`config.mk`:
```
export PLATFORM = sky130hd
export DESIGN_NAME = axil2wb_master
export DESIGN_NICKNAME = d
export VERILOG_FILES = /design/src/rtl/axil2wb_master.sv
export SDC_FILE = /design/constraint.sdc
export NUM_CORES = 1
export LEC_CHECK = 0
export CAP_MARGIN = 20
export CORE_MARGIN = 3
export CORE_UTILIZATION = 35
export CTS_CLUSTER_DIAMETER = 30
export DETAILED_ROUTE_END_ITERATION = 7
export PLACE_DENSITY = 0.75
export SLEW_MARGIN = 20
export SYNTH_ARGS = -nofsm -noshare
export SYNTH_HDL_FRONTEND = slang
export SYNTH_SLANG_ARGS = --single-unit
export TNS_END_PERCENT = 30
```
`constraint.sdc`:
```
create_clock -name wb_clk_i -period 13.3 [get_ports wb_clk_i]
set_clock_uncertainty 0.05 [all_clocks]
set_input_delay 2.66 -clock wb_clk_i [delete_from_list [all_inputs] [get_ports wb_clk_i]]
set_output_delay 2.66 -clock wb_clk_i [all_outputs]
set_load 0.03 [all_outputs]
```
`src/rtl/axil2wb_master.sv`:
```
// axil2wb_master
// AXI-Lite slave to classic Wishbone master bridge. Each AXI-Lite single read
// or write becomes exactly one Wishbone cycle at pWB_BASE | axi_addr. The data
// and response come back on R/B. A cycle the slave never acknowledges is ended
// after pTIMEOUT strobe cycles with SLVERR.
//
// Ports
//   wb_clk_i, wb_rst_i            clock, asynchronous active-high reset
//   awvalid/awready/awaddr        AXI-Lite write address channel
//   wvalid/wready/wdata/wstrb     AXI-Lite write data channel
//   bvalid/bready/bresp           AXI-Lite write response channel
//   arvalid/arready/araddr        AXI-Lite read address channel
//   rvalid/rready/rdata/rresp     AXI-Lite read data channel
//   wbm_*                         Wishbone classic master interface
module axil2wb_master #(
    parameter int unsigned pADDR_WIDTH = 12,
    parameter int unsigned pDATA_WIDTH = 32,
    parameter logic [31:0] pWB_BASE    = 32'h3000_0000,
    parameter int unsigned pTIMEOUT    = 255
) (
    input  logic                     wb_clk_i,
    input  logic                     wb_rst_i,
    input  logic                     awvalid,
    output logic                     awready,
    input  logic [pADDR_WIDTH-1:0]   awaddr,
    input  logic                     wvalid,
    output logic                     wready,
    input  logic [pDATA_WIDTH-1:0]   wdata,
    input  logic [pDATA_WIDTH/8-1:0] wstrb,
    output logic                     bvalid,
    input  logic                     bready,
    output logic [1:0]               bresp,
    input  logic                     arvalid,
    output logic                     arready,
    input  logic [pADDR_WIDTH-1:0]   araddr,
    output logic                     rvalid,
    input  logic                     rready,
    output logic [pDATA_WIDTH-1:0]   rdata,
    output logic [1:0]               rresp,
    output logic                     wbm_cyc_o,
    output logic                     wbm_stb_o,
    output logic                     wbm_we_o,
    output logic [pDATA_WIDTH/8-1:0] wbm_sel_o,
    output logic [31:0]              wbm_adr_o,
    output logic [pDATA_WIDTH-1:0]   wbm_dat_o,
    input  logic [pDATA_WIDTH-1:0]   wbm_dat_i,
    input  logic                     wbm_ack_i
);

    localparam logic [1:0] RESP_OKAY   = 2'b00;
    localparam logic [1:0] RESP_SLVERR = 2'b10;
    // Last strobe cycle that may still be acked before error termination.
    localparam logic [7:0] TO_LAST     = 8'(pTIMEOUT - 1);

    typedef enum logic [2:0] {IDLE, WB_WR, WB_RD, B_RESP, R_RESP} state_t;

    state_t                   state, state_nxt;
    logic                     aw_hold, w_hold, ar_hold;
    logic [pADDR_WIDTH-1:0]   aw_addr_q, ar_addr_q;
    logic [pDATA_WIDTH-1:0]   w_data_q;
    logic [pDATA_WIDTH/8-1:0] w_strb_q;
    logic                     rd_first;   // read wins the next contention
    logic [7:0]               to_cnt;
    logic                     grant_wr, grant_rd, b_done, r_done;
    logic                     wb_active, timeout_hit, wb_done;

    assign awready = ~aw_hold & ~wb_rst_i;
    assign wready  = ~w_hold  & ~wb_rst_i;
    assign arready = ~ar_hold & ~wb_rst_i;

    assign wb_active   = (state == WB_WR) || (state == WB_RD);
    // An ack in the final allowed cycle takes precedence over the timeout.
    assign timeout_hit = wb_active && !wbm_ack_i && (to_cnt == TO_LAST);
    assign wb_done     = wb_active && (wbm_ack_i || timeout_hit);

    always_ff @(posedge wb_clk_i or posedge wb_rst_i) begin
        if (wb_rst_i) state <= IDLE;
        else          state <= state_nxt;
    end

    always_comb begin
        state_nxt = state;
        grant_wr  = 1'b0;
        grant_rd  = 1'b0;
        b_done    = 1'b0;
        r_done    = 1'b0;
        case (state)
            IDLE: begin
                if (aw_hold && w_hold && (!ar_hold || !rd_first)) begin
                    state_nxt = WB_WR;
                    grant_wr  = 1'b1;
                end else if (ar_hold) begin
                    state_nxt = WB_RD;
                    grant_rd  = 1'b1;
                end
            end
            WB_WR:   if (wb_done) state_nxt = B_RESP;
            WB_RD:   if (wb_done) state_nxt = R_RESP;
            B_RESP: if (bready) begin
                state_nxt = IDLE;
                b_done    = 1'b1;
            end
            R_RESP: if (rready) begin
                state_nxt = IDLE;
                r_done    = 1'b1;
            end
            default: state_nxt = IDLE;
        endcase
    end

    // Request capture; a hold is only released by its own response handshake.
    always_ff @(posedge wb_clk_i or posedge wb_rst_i) begin
        if (wb_rst_i) begin
            aw_hold   <= 1'b0;
            w_hold    <= 1'b0;
            ar_hold   <= 1'b0;
            aw_addr_q <= '0;
            ar_addr_q <= '0;
            w_data_q  <= '0;
            w_strb_q  <= '0;
            rd_first  <= 1'b0;
        end else begin
            if (awvalid && awready) begin
                aw_hold   <= 1'b1;
                aw_addr_q <= awaddr;
            end else if (b_done) begin
                aw_hold   <= 1'b0;
            end
            if (wvalid && wready) begin
                w_hold   <= 1'b1;
                w_data_q <= wdata;
                w_strb_q <= wstrb;
            end else if (b_done) begin
                w_hold   <= 1'b0;
            end
            if (arvalid && arready) begin
                ar_hold   <= 1'b1;
                ar_addr_q <= araddr;
            end else if (r_done) begin
                ar_hold   <= 1'b0;
            end
            if (grant_wr)      rd_first <= 1'b1;
            else if (grant_rd) rd_first <= 1'b0;
        end
    end

    // Wishbone outputs are loaded once per cycle and held until termination.
    always_ff @(posedge wb_clk_i or posedge wb_rst_i) begin
        if (wb_rst_i) begin
            wbm_cyc_o <= 1'b0;
            wbm_stb_o <= 1'b0;
            wbm_we_o  <= 1'b0;
            wbm_sel_o <= '0;
            wbm_adr_o <= '0;
            wbm_dat_o <= '0;
        end else if (grant_wr) begin
            wbm_cyc_o <= 1'b1;
            wbm_stb_o <= 1'b1;
            wbm_we_o  <= 1'b1;
            wbm_sel_o <= w_strb_q;
            wbm_adr_o <= pWB_BASE | 32'(aw_addr_q);
            wbm_dat_o <= w_data_q;
        end else if (grant_rd) begin
            wbm_cyc_o <= 1'b1;
            wbm_stb_o <= 1'b1;
            wbm_we_o  <= 1'b0;
            wbm_sel_o <= '1;
            wbm_adr_o <= pWB_BASE | 32'(ar_addr_q);
        end else if (wb_done) begin
            wbm_cyc_o <= 1'b0;
            wbm_stb_o <= 1'b0;
            wbm_we_o  <= 1'b0;
        end
    end

    always_ff @(posedge wb_clk_i or posedge wb_rst_i) begin
        if (wb_rst_i)       to_cnt <= '0;
        else if (wb_active) to_cnt <= wb_done ? 8'd0 : to_cnt + 8'd1;
        else                to_cnt <= '0;
    end

    always_ff @(posedge wb_clk_i or posedge wb_rst_i) begin
        if (wb_rst_i) begin
            bvalid <= 1'b0;
            bresp  <= RESP_OKAY;
            rvalid <= 1'b0;
            rresp  <= RESP_OKAY;
            rdata  <= '0;
        end else begin
            if (state == WB_WR && wb_done) begin
                bvalid <= 1'b1;
                bresp  <= wbm_ack_i ? RESP_OKAY : RESP_SLVERR;
            end else if (b_done) begin
                bvalid <= 1'b0;
            end
            if (state == WB_RD && wb_done) begin
                rvalid <= 1'b1;
                rresp  <= wbm_ack_i ? RESP_OKAY : RESP_SLVERR;
                rdata  <= wbm_ack_i ? wbm_dat_i : '0;
            end else if (r_done) begin
                rvalid <= 1'b0;
            end
        end
    end

endmodule

```
* Word level (Yosys, flattened, before mapping)
Index checks and enable logic that the tools add are counted.
** Word-level totals
- Register bits after elaboration :: 183
- Output and inout port bits :: 112
- Logic and storage cells :: 101
** Operators by class
- Add/subtract/negate cells :: 1
- Equality and inequality tests :: 10
- Multiplexer cells :: 38
- Bitwise logic cells :: 7
- Reduce and logical (&&, ||, !) cells :: 25
** Operators by type and width (count)
- 32-bit two-way mux :: 3
- 1-bit two-way mux :: 23
- 3-bit two-way mux :: 6
- 8-bit two-way mux :: 2
- 3-bit one-hot mux with 5 select lines :: 1
- 2-bit nonzero test :: 6
- 1-bit logical AND :: 10
- 8-bit by 1-bit adder with 8-bit output, second input constant :: 1
- 8-bit equality test, second input constant :: 1
- 4-bit two-way mux :: 2
- 2-bit inequality test, second input constant :: 4
- 3-bit by 2-bit equality test with 1-bit output, second input constant :: 2
- 5-bit AND reduction :: 1
- 1-bit inverter :: 4
- 1-bit AND :: 3
- 3-bit by 1-bit equality test with 1-bit output, second input constant :: 1
- 3-bit equality test, second input constant :: 1
- 1-bit zero test :: 3
- 3-bit zero test :: 1
- 1-bit logical OR :: 3
- 3-bit inequality test, second input constant :: 1
- 3-bit nonzero test :: 1
- 2-bit two-way mux :: 1

* Longest topological paths before layout
Gate-level depths: netlist of run 1.
- Depth after elaboration :: 9
- Depth in mapped cells :: 7

* Worst setup path before layout of run 1
Ideal clock, no wire load.
- Path kind :: input to output
- From :: input wb_rst_i
- To :: output arready
- Data arrival time :: 3.083 ns
- Required time :: 10.590 ns
- Setup slack :: 7.507 ns
- Stages :: 1
- Buffers on the path :: 0
- Cells stage by stage :: nor2_1
** Between the ends
- Cells in the longest elaborated chain, start to end :: 2
** Ends and longest elaborated chain
- start, declared :: RTL line 22 : input logic wb_rst_i,
- 1-bit inverter :: RTL line 69 : assign arready = ~ar_hold & ~wb_rst_i;
- 1-bit AND :: RTL line 69
- end, declared :: RTL line 34 : output logic arready,
No other way between the ends.

* Worst setup path in the final report of run 1
Same ends and word-level chain as after synthesis.

==> results of run 1 <==
path summary, 6_finish.rpt:
kind / start / to / slack [ns] / depth (start not counted)
max: wb_rst_i / arready / 6.54 / 3
max reg2reg: state[1] / wbm_dat_o[19] / 10.89 / 3
min: wbm_adr_o[2] / wbm_adr_o[2] / 0.43 / 2
min reg2reg: wbm_adr_o[2] / wbm_adr_o[2] / 0.43 / 2
max in group asynchronous: wb_rst_i / aw_hold / 8.94 / 3
min in group asynchronous: wb_rst_i / w_data_q[0] / 2.81 / 2
per-stage QoR:
stage,total power [mW],setup slack (ns),utilization
2_1_floorplan,1.58,6.21,-
3_5_place_dp,1.96,6.54,0.467
6_report,2.41,6.54,0.498
5_1_grt,2.55,6.46,0.498
4_1_cts,2.45,6.54,0.498
3_3_place_gp,1.91,6.57,0.467
area by class of cell:
cell class              count  area share
well taps                 229      0.0315
flip-flops and latches    162       0.445
inverters                   7     0.00344
clock inverters             9      0.0120
clock buffers              22      0.0499
multi-input cells         263       0.246
repair buffers            193       0.212
kinds of logic (layout without fill, tap and decap cells):
group | Yosys count | after routing | synth area share
other | 1 | 20 | 0.000568
AND/OR/NAND/NOR | 61 | 61 | 0.0438
adder cells (fa/ha/maj) | 2 | 2 | 0.00379
flip-flops | 162 | 162 | 0.614
buffers and inverters | 55 | 231 | 0.0582
XOR/XNOR | 7 | 7 | 0.00928
AO/OA/AOI/OAI | 68 | 68 | 0.0760
multiplexers | 105 | 105 | 0.195
state kept, by name, indices dropped and copies added, names as in the netlist, 3 cells and up:
register and count:
rdata 32, w_data_q 32, wbm_dat_o 32, wbm_adr_o 13, ar_addr_q 12, aw_addr_q 12
to_cnt 8, w_strb_q 4, wbm_sel_o 4, state 3
routing by layer:
metal  vias to the layer above  track usage
met5                         -            0
met4                         0       0.0491
met3                        18       0.0473
met2                       142        0.256
met1                      2176        0.187
li1                       1940            -
report_power, final:
part | internal (mW) | switching, mW
Sequential | 0.726 | 0.147
Clock | 0.280 | 0.191
Combinational | 0.528 | 0.540
Total | 1.54 | 0.877
critical path: stages:
cell	delay [ns]
clkdlybuf4s50_1	0.52
nor2_1	0.17
clkdlybuf4s50_1	0.70
cell usage after synthesis, types with 4 or more instances:
cell      count
nor2_1       18
a21o_1        4
o21ai_0      15
clkbuf_1     14
buf_2         4
nand3_1       7
mux2i_1      13
mux2_4       32
dfrtp_1     162
nand2_1      20
buf_12        4
mux2_2       60
inv_1         7
a22o_1       32
xor2_1        5
buf_4        22
a21oi_1       7
o22a_1        4
==> results by group, run 1 <==
Run status
  • Outcome: completed

Cells and area
  • Filler Cell Count: 1559
  • Share of cells above drive strength 1: 0.194
  • Nets: 746
  • Layout area overhead: 37.8%
  • Register area: 0.00405 sq mm
  • Antenna diode count: 0
  • Multi-input gate area: 0.00224 sq mm
  • Most frequent cells in the layout: 191 x clkdlybuf4s50_1, 162 x dfrtp_1, 60 x mux2_2
  • Final instance area: 0.00910 sq mm
  • Non-Filler Instances: 885
  • Most common cell after layout, fill and taps aside: clkdlybuf4s50_1

Detailed routing
  • Final WL: 15500 um
  • Met1 WL: 6380 um
  • Final ANT Viol Nets: 0
  • Metal3 WL: 850 um
  • Wire per inst: 17.5 um
  • Vias: 4276
  • Routed vias/inst: 4.83
  • DR DRC count: 0
  • Metal2 WL: 8010 um
  • Iter 0 DRT Violations: 174
  • Top Metal Used: met4
  • 1st-pass router iterations: 4

CTS
  • CTS root buf: clkbuf_16
  • Worst-Skew Late Latency: 0.41 ns
  • CTS tree: built
  • Post-CTS sizing: 0
  • Setup bufs post-CTS: 0
  • H-Tree Depth: 4
  • Number of buffers created by CTS: 17
  • Clock Pin Slew Worst Setup and Hold Paths: 0.06 ns
  • # hold bufs at CTS: 0
  • CTS max path bufs: 2
  • TritonCTS Sinks: 162

Global route
  • GRT Total Usage: 0.152
  • Initial antenna violation count: 0
  • First-pass GRT wire length: 24600 um
  • Vias in the first global route: 4673
  • GR Overflow Total: 0
  • Largest net degree at the start of global routing: 92

Die
  • DIE WIDTH: 143 um
  • Starting Density: 0.362
  • I/O pins: 212
  • Placement Rows: 49
  • Die area: 0.0206 sq mm
  • Core area: 0.0183 sq mm
  • Die Y: 143 um

Power and ir drop
  • Leak Pwr: 4.07 nW
  • Pwr Density: 265 mW/mm^2
  • Max VDD drop: 0.000112 V

Timing
  • Final period util: 0.508
  • Peak Freq: 0.148 GHz
  • Unrepaired setup endpoints after global routing: no
  • Worst-Margin Slew: 1.09 ns
  • Crit path time final: 6.76 ns
  • Slew Limit Fails: 0
  • Min Hold Slack: 0.432 ns
  • Finish-stage setup viols: 0
  • Total negative slack: 0 ns
  • Final Hold Viols: 0
  • Relative slew slack: 0.276

Place
  • Area after DPL: 0.00854 sq mm
  • Routability Congestion: 0.730
  • Placed Cells: 854
  • HPWL Detailed: 10700 um
  • Port Buffers: 191

Synth
  • Yosys top cell area share: 0.614
  • Synth unique cells: 41
  • Yosys top cell by area: dfrtp_1
  • Yosys warns: 0
  • Register area share after synthesis: 0.614
  • Top cells by area, synth: dfrtp_1 61%, mux2_2 10%, mux2_4 7.3%, a22o_1 4.2%, buf_4 2.5%
  • Gate Count Post-Synth: 461
  • Post-synthesis instance area: 0.00661 sq mm
  • Async S/R FF share, synth: 1.00
  • Synth Flop Type: dfrtp_1
  • Synthesis-stage register bit count: 162
  • Post-synth EDFFs: 0
  • Syn Area/Cell: 14.3 sq um

Setup path
  • CP Launch Type: input pin
  • Worst-path maximum fanout: 4
  • Setup crit end kind: output port
  • Critical path class: in -> out
  • Worst path arrival time: 4.05 ns
  • WP data required: 10.59 ns

Min path
  • Worst Hold Class: reg -> reg

Job
  • Max cap viols: 0
Note: power is estimated with default switching activity, not from simulation.
==> inputs of run 2 (changes only) <==
PLACE_DENSITY = 0.78   (was 0.75)
clock period = 5.65 ns   (was 13.3 ns; I/O delays follow)
==> results by group, run 2 (synthesized netlist as in run 1, its figures left out) <==
CTS
  • Worst-Skew Late Latency: 0.41 ns
  • Number of buffers created by CTS: 17
  • Setup bufs post-CTS: 0
  • # hold bufs at CTS: 0
  • CTS root buf: clkbuf_16
  • TritonCTS Sinks: 162
  • CTS tree: built
  • H-Tree Depth: 4
  • Clock Pin Slew Worst Setup and Hold Paths: 0.06 ns
  • Post-CTS sizing: 0
  • CTS max path bufs: 2

Global route
  • Vias in the first global route: 4296
  • GR Overflow Total: 0
  • Largest net degree at the start of global routing: 88
  • GRT Total Usage: 0.142
  • Initial antenna violation count: 0
  • First-pass GRT wire length: 22700 um

Detailed routing
  • DR DRC count: 0
  • Wire per inst: 16.2 um
  • 1st-pass router iterations: 4
  • Iter 0 DRT Violations: 136
  • Final ANT Viol Nets: 0
  • Final WL: 14400 um
  • Routed vias/inst: 4.72
  • Vias: 4188

Die
  • Placement Rows: 49
  • DIE WIDTH: 143 um
  • I/O pins: 212
  • Starting Density: 0.362
  • Die Y: 143 um
  • Core area: 0.0183 sq mm
  • Die area: 0.0206 sq mm

Setup path
  • Setup crit end: arready
  • Crit-path cells: clkdlybuf4s50_1, nor2_1, clkdlybuf4s50_1
  • WP data required: 4.47 ns
  • CP max-delay cell: clkdlybuf4s50_1
  • Critical path class: in -> out
  • Worst r2r dst: wbm_adr_o[9]
  • Critical Path Start: wb_rst_i
  • CP bufs+invs: 2
  • Path depth of the worst reg2reg path: 4
  • Worst path top cell family by delay: buffers and inverters
  • Worst-path maximum fanout: 4
  • Worst r2r src: state[1]
  • R2R setup slack: 3.28 ns
  • Largest stage delay on the critical path: 0.70 ns
  • Crit-path most repeated cell: clkdlybuf4s50_1
  • Worst path arrival time: 2.52 ns
  • Setup crit end kind: output port
  • CP Launch Type: input pin
  • Stages on the worst setup path: 3

Timing
  • Slew Limit Fails: 0
  • Final Hold Viols: 0
  • Unrepaired setup endpoints after global routing: no
  • Peak Freq: 0.270 GHz
  • Relative slew slack: 0.279
  • Crit path time final: 3.70 ns
  • Finish-stage setup viols: 0
  • Final period util: 0.655
  • Total negative slack: 0 ns
  • Worst-Margin Slew: 1.08 ns

Power and ir drop
  • Max VDD drop: 0.000295 V
  • Leak Pwr: 4.08 nW
  • Pwr Density: 616 mW/mm^2

Cells and area
  • Largest registers: rdata: 32 flops, w_data_q: 32 flops, wbm_dat_o: 32 flops
  • Most frequent cells in the layout: 191 x clkdlybuf4s50_1, 162 x dfrtp_1, 60 x mux2_2
  • Final instance area: 0.00912 sq mm
  • Nets: 748
  • Share of cells above drive strength 1: 0.197
  • Filler Cell Count: 1576
  • Layout area overhead: 38.1%
  • Antenna diode count: 0
  • Most common cell after layout, fill and taps aside: clkdlybuf4s50_1

Place
  • HPWL Detailed: 9850 um
  • Port Buffers: 191
  • Area after DPL: 0.00856 sq mm
  • Routability Congestion: 0.710

Min path
  • Worst Hold Path Cells: 2
  • Worst Hold Class: reg -> reg

Job
  • Max cap viols: 0

Run status
  • Outcome: completed
[run 2: cell count changes in the layout (fill, tap and decap cells not counted), sizes merged]
cell | previous run | this run
buf | 2 | 4
inv | 7 | 9
bufinv | 2 | 1
clkinv | 6 | 5
clkinvlp | 1 | 2
[run 2: report_power, final]
group / internal [mW] / leakage [nW] / switching (mW) / total, mW
logic: 1.24 / 1.84 / 1.24 / 2.49
clock network: 0.635 / 0.271 / 0.460 / 1.09
registers: 1.71 / 1.97 / 0.327 / 2.04
total: 3.59 / 4.08 / 2.03 / 5.62
[run 2: final cells by class]
| type | count | area, sq um | area share |
|---|---|---|---|
| Multi-Input combinational cell | 263 | 2240 | 0.246 |
| Inverter | 7 | 31.3 | 0.00343 |
| Tap cell | 229 | 287 | 0.0314 |
| Clock buffer | 22 | 464 | 0.0509 |
| Sequential cell | 162 | 4050 | 0.444 |
| Timing Repair Buffer | 195 | 1940 | 0.213 |
| Clock inverter | 10 | 103 | 0.0112 |
[run 2: worst min path at each step]
stage                      start       endpoint
floorplan            w_strb_q[0]   wbm_sel_o[0]
global placement     w_strb_q[0]   wbm_sel_o[0]
detailed placement  wbm_adr_o[6]   wbm_adr_o[6]
CTS                 wbm_adr_o[6]   wbm_adr_o[6]
global route        w_data_q[28]  wbm_dat_o[28]
finish              wbm_adr_o[6]   wbm_adr_o[6]
[run 2: metal layers]
metal  track usage  wire (um)  up-vias
met5             0          0        -
met4        0.0431        160        0
met3        0.0536       1060       12
met2         0.225       6630      157
met1         0.181       6520     2054
li1              -          -     1965
[run 2: tightest hold or removal path: stages, from the launching register on]
cell and delay (ns):
dfrtp_1 0.34, nand2_1 0.05, o21ai_0 0.06
[run 2: stage by stage]
stage / power (mW) / utilization / hold WS (ns) / setup slack [ns] / std cells
after global placement: 4.51 / 0.468 / 0.410 / 1.98 / 856
after global routing: 5.95 / 0.499 / 0.462 / 1.87 / 888
after detailed placement: 4.58 / 0.468 / 0.421 / 1.95 / 856
after CTS: 5.70 / 0.499 / 0.436 / 1.94 / 888
final: 5.62 / 0.499 / 0.430 / 1.95 / 888
after floorplan: 3.72 / - / 0.406 / 0.0934 / 480
==> inputs of run 3 (changes only) <==
PLACE_DENSITY = 0.75   (was 0.78)
clock period = 3.68 ns   (was 5.65 ns; I/O delays follow)
==> results by group, run 3 (synthesized netlist as in run 1, its figures left out) <==
Run status
  • Outcome: completed

CTS
  • H-Tree Depth: 4
  • Worst-Skew Late Latency: 0.41 ns
  • Setup bufs post-CTS: 0
  • Post-CTS sizing: 0
  • # hold bufs at CTS: 0
  • TritonCTS Sinks: 162
  • CTS max path bufs: 2
  • Number of buffers created by CTS: 17
  • Clock Pin Slew Worst Setup and Hold Paths: 0.06 ns
  • CTS root buf: clkbuf_16
  • CTS tree: built

Setup path
  • Worst path top cell family by delay: buffers and inverters
  • Crit-path most repeated cell: clkdlybuf4s50_1
  • CP max-delay cell: clkdlybuf4s50_1
  • Setup crit end kind: output port
  • CP Launch Type: input pin
  • CP bufs+invs: 2
  • Crit-path cells: clkdlybuf4s50_1, nor2_1, clkdlybuf4s50_1
  • Critical path class: in -> out
  • WP data required: 2.89 ns
  • Largest stage delay on the critical path: 0.70 ns
  • Worst-path maximum fanout: 4
  • Worst path arrival time: 2.10 ns

Job
  • Max cap viols: 0

Timing
  • Slew Limit Fails: 0
  • Relative slew slack: 0.290
  • Total negative slack: 0 ns
  • Worst-Margin Slew: 1.06 ns
  • Finish-stage setup viols: 0
  • Final period util: 0.786
  • Unrepaired setup endpoints after global routing: no
  • Final Hold Viols: 0
  • Crit path time final: 2.89 ns
  • Min Hold Slack: 0.433 ns
  • Peak Freq: 0.346 GHz

Place
  • HPWL Detailed: 10600 um
  • Routability Congestion: 0.732
  • Port Buffers: 191

Die
  • Die area: 0.0206 sq mm
  • I/O pins: 212
  • Placement Rows: 49
  • Die Y: 143 um
  • Core area: 0.0183 sq mm
  • Starting Density: 0.362
  • DIE WIDTH: 143 um

Min path
  • Worst Hold Class: reg -> reg

Detailed routing
  • 1st-pass router iterations: 4
  • Final WL: 15200 um
  • Vias: 4284
  • Iter 0 DRT Violations: 217
  • Final ANT Viol Nets: 0
  • DR DRC count: 0
  • Wire per inst: 17.1 um
  • Routed vias/inst: 4.82

Global route
  • Vias in the first global route: 4615
  • Initial antenna violation count: 0
  • GR Overflow Total: 0
  • Largest net degree at the start of global routing: 163
  • GRT Total Usage: 0.149
  • First-pass GRT wire length: 24000 um

Cells and area
  • Nets: 749
  • Largest registers: rdata: 32 flops, w_data_q: 32 flops, wbm_dat_o: 32 flops
  • Most frequent cells in the layout: 191 x clkdlybuf4s50_1, 162 x dfrtp_1, 60 x mux2_2
  • Share of cells above drive strength 1: 0.195
  • Layout area overhead: 37.6%
  • Antenna diode count: 0
  • Most common cell after layout, fill and taps aside: clkdlybuf4s50_1

Power and ir drop
  • Leak Pwr: 4.07 nW
  • Pwr Density: 942 mW/mm^2
  • Max VDD drop: 0.000362 V
[run 3: cell types whose count changed in the layout (fill, tap and decap cells not counted), sizes merged]
cell,change
clkinv,+1
clkbuf,+1
buf,+1
bufinv,-1
clkinvlp,+1
inv,-2
[run 3: final timing paths]
kind | from | to | slack, ns | cells past startpoint
setup / recovery | wb_rst_i | arready | 0.79 | 3
hold / removal | wbm_adr_o[2] | wbm_adr_o[2] | 0.43 | 2
setup reg to reg | state[1] | wbm_dat_o[30] | 1.28 | 3
hold reg to reg | wbm_adr_o[2] | wbm_adr_o[2] | 0.43 | 2
max in group asynchronous | wb_rst_i | rdata[16] | 1.99 | 3
min in group asynchronous | wb_rst_i | wbm_dat_o[0] | 0.97 | 3
[run 3: power breakdown]
part           switching, mW  internal (mW)
combinational           1.95           1.92
clock                  0.681          0.878
sequential             0.513           2.63
total                   3.14           5.42
[run 3: worst reg2reg max path, delay by kind of cell, from the launching register on]
kind | cells | cell delay (ns)
flops | 1 | 0.53
simple gates | 2 | 1.19
mux | 1 | 0.51
[run 3: per-stage QoR]
stage | setup slack [ns] | instance area (sq um) | instances | total power, mW | util
floorplan | 0.837 | 6680 | 480 | 5.71 | -
global placement | 0.830 | 8570 | 857 | 6.92 | 0.469
detailed placement | 0.785 | 8570 | 857 | 7.08 | 0.469
CTS | 0.790 | 9090 | 889 | 8.68 | 0.498
global route | 0.760 | 9090 | 889 | 9.07 | 0.498
finish | 0.789 | 9090 | 889 | 8.56 | 0.498
[run 3: area by class of cell]
| type | count | area (sq um) |
|---|---|---|
| Tap cell | 229 | 287 |
| Fill cell | 1592 | 9180 |
| Timing Repair Buffer | 196 | 1960 |
| Multi-Input combinational cell | 263 | 2240 |
| Inverter | 7 | 30.0 |
| Clock buffer | 23 | 458 |
| Sequential cell | 162 | 4050 |
| Clock inverter | 9 | 57.6 |
[run 3: per-layer routing]
metal / share of wire / track usage / vias to the layer above
met5: 0 / 0 / -
met4: 0.0099 / 0.0421 / 0
met3: 0.052 / 0.0436 / 10
met2: 0.51 / 0.249 / 131
met1: 0.43 / 0.188 / 2188
li1: - / - / 1955
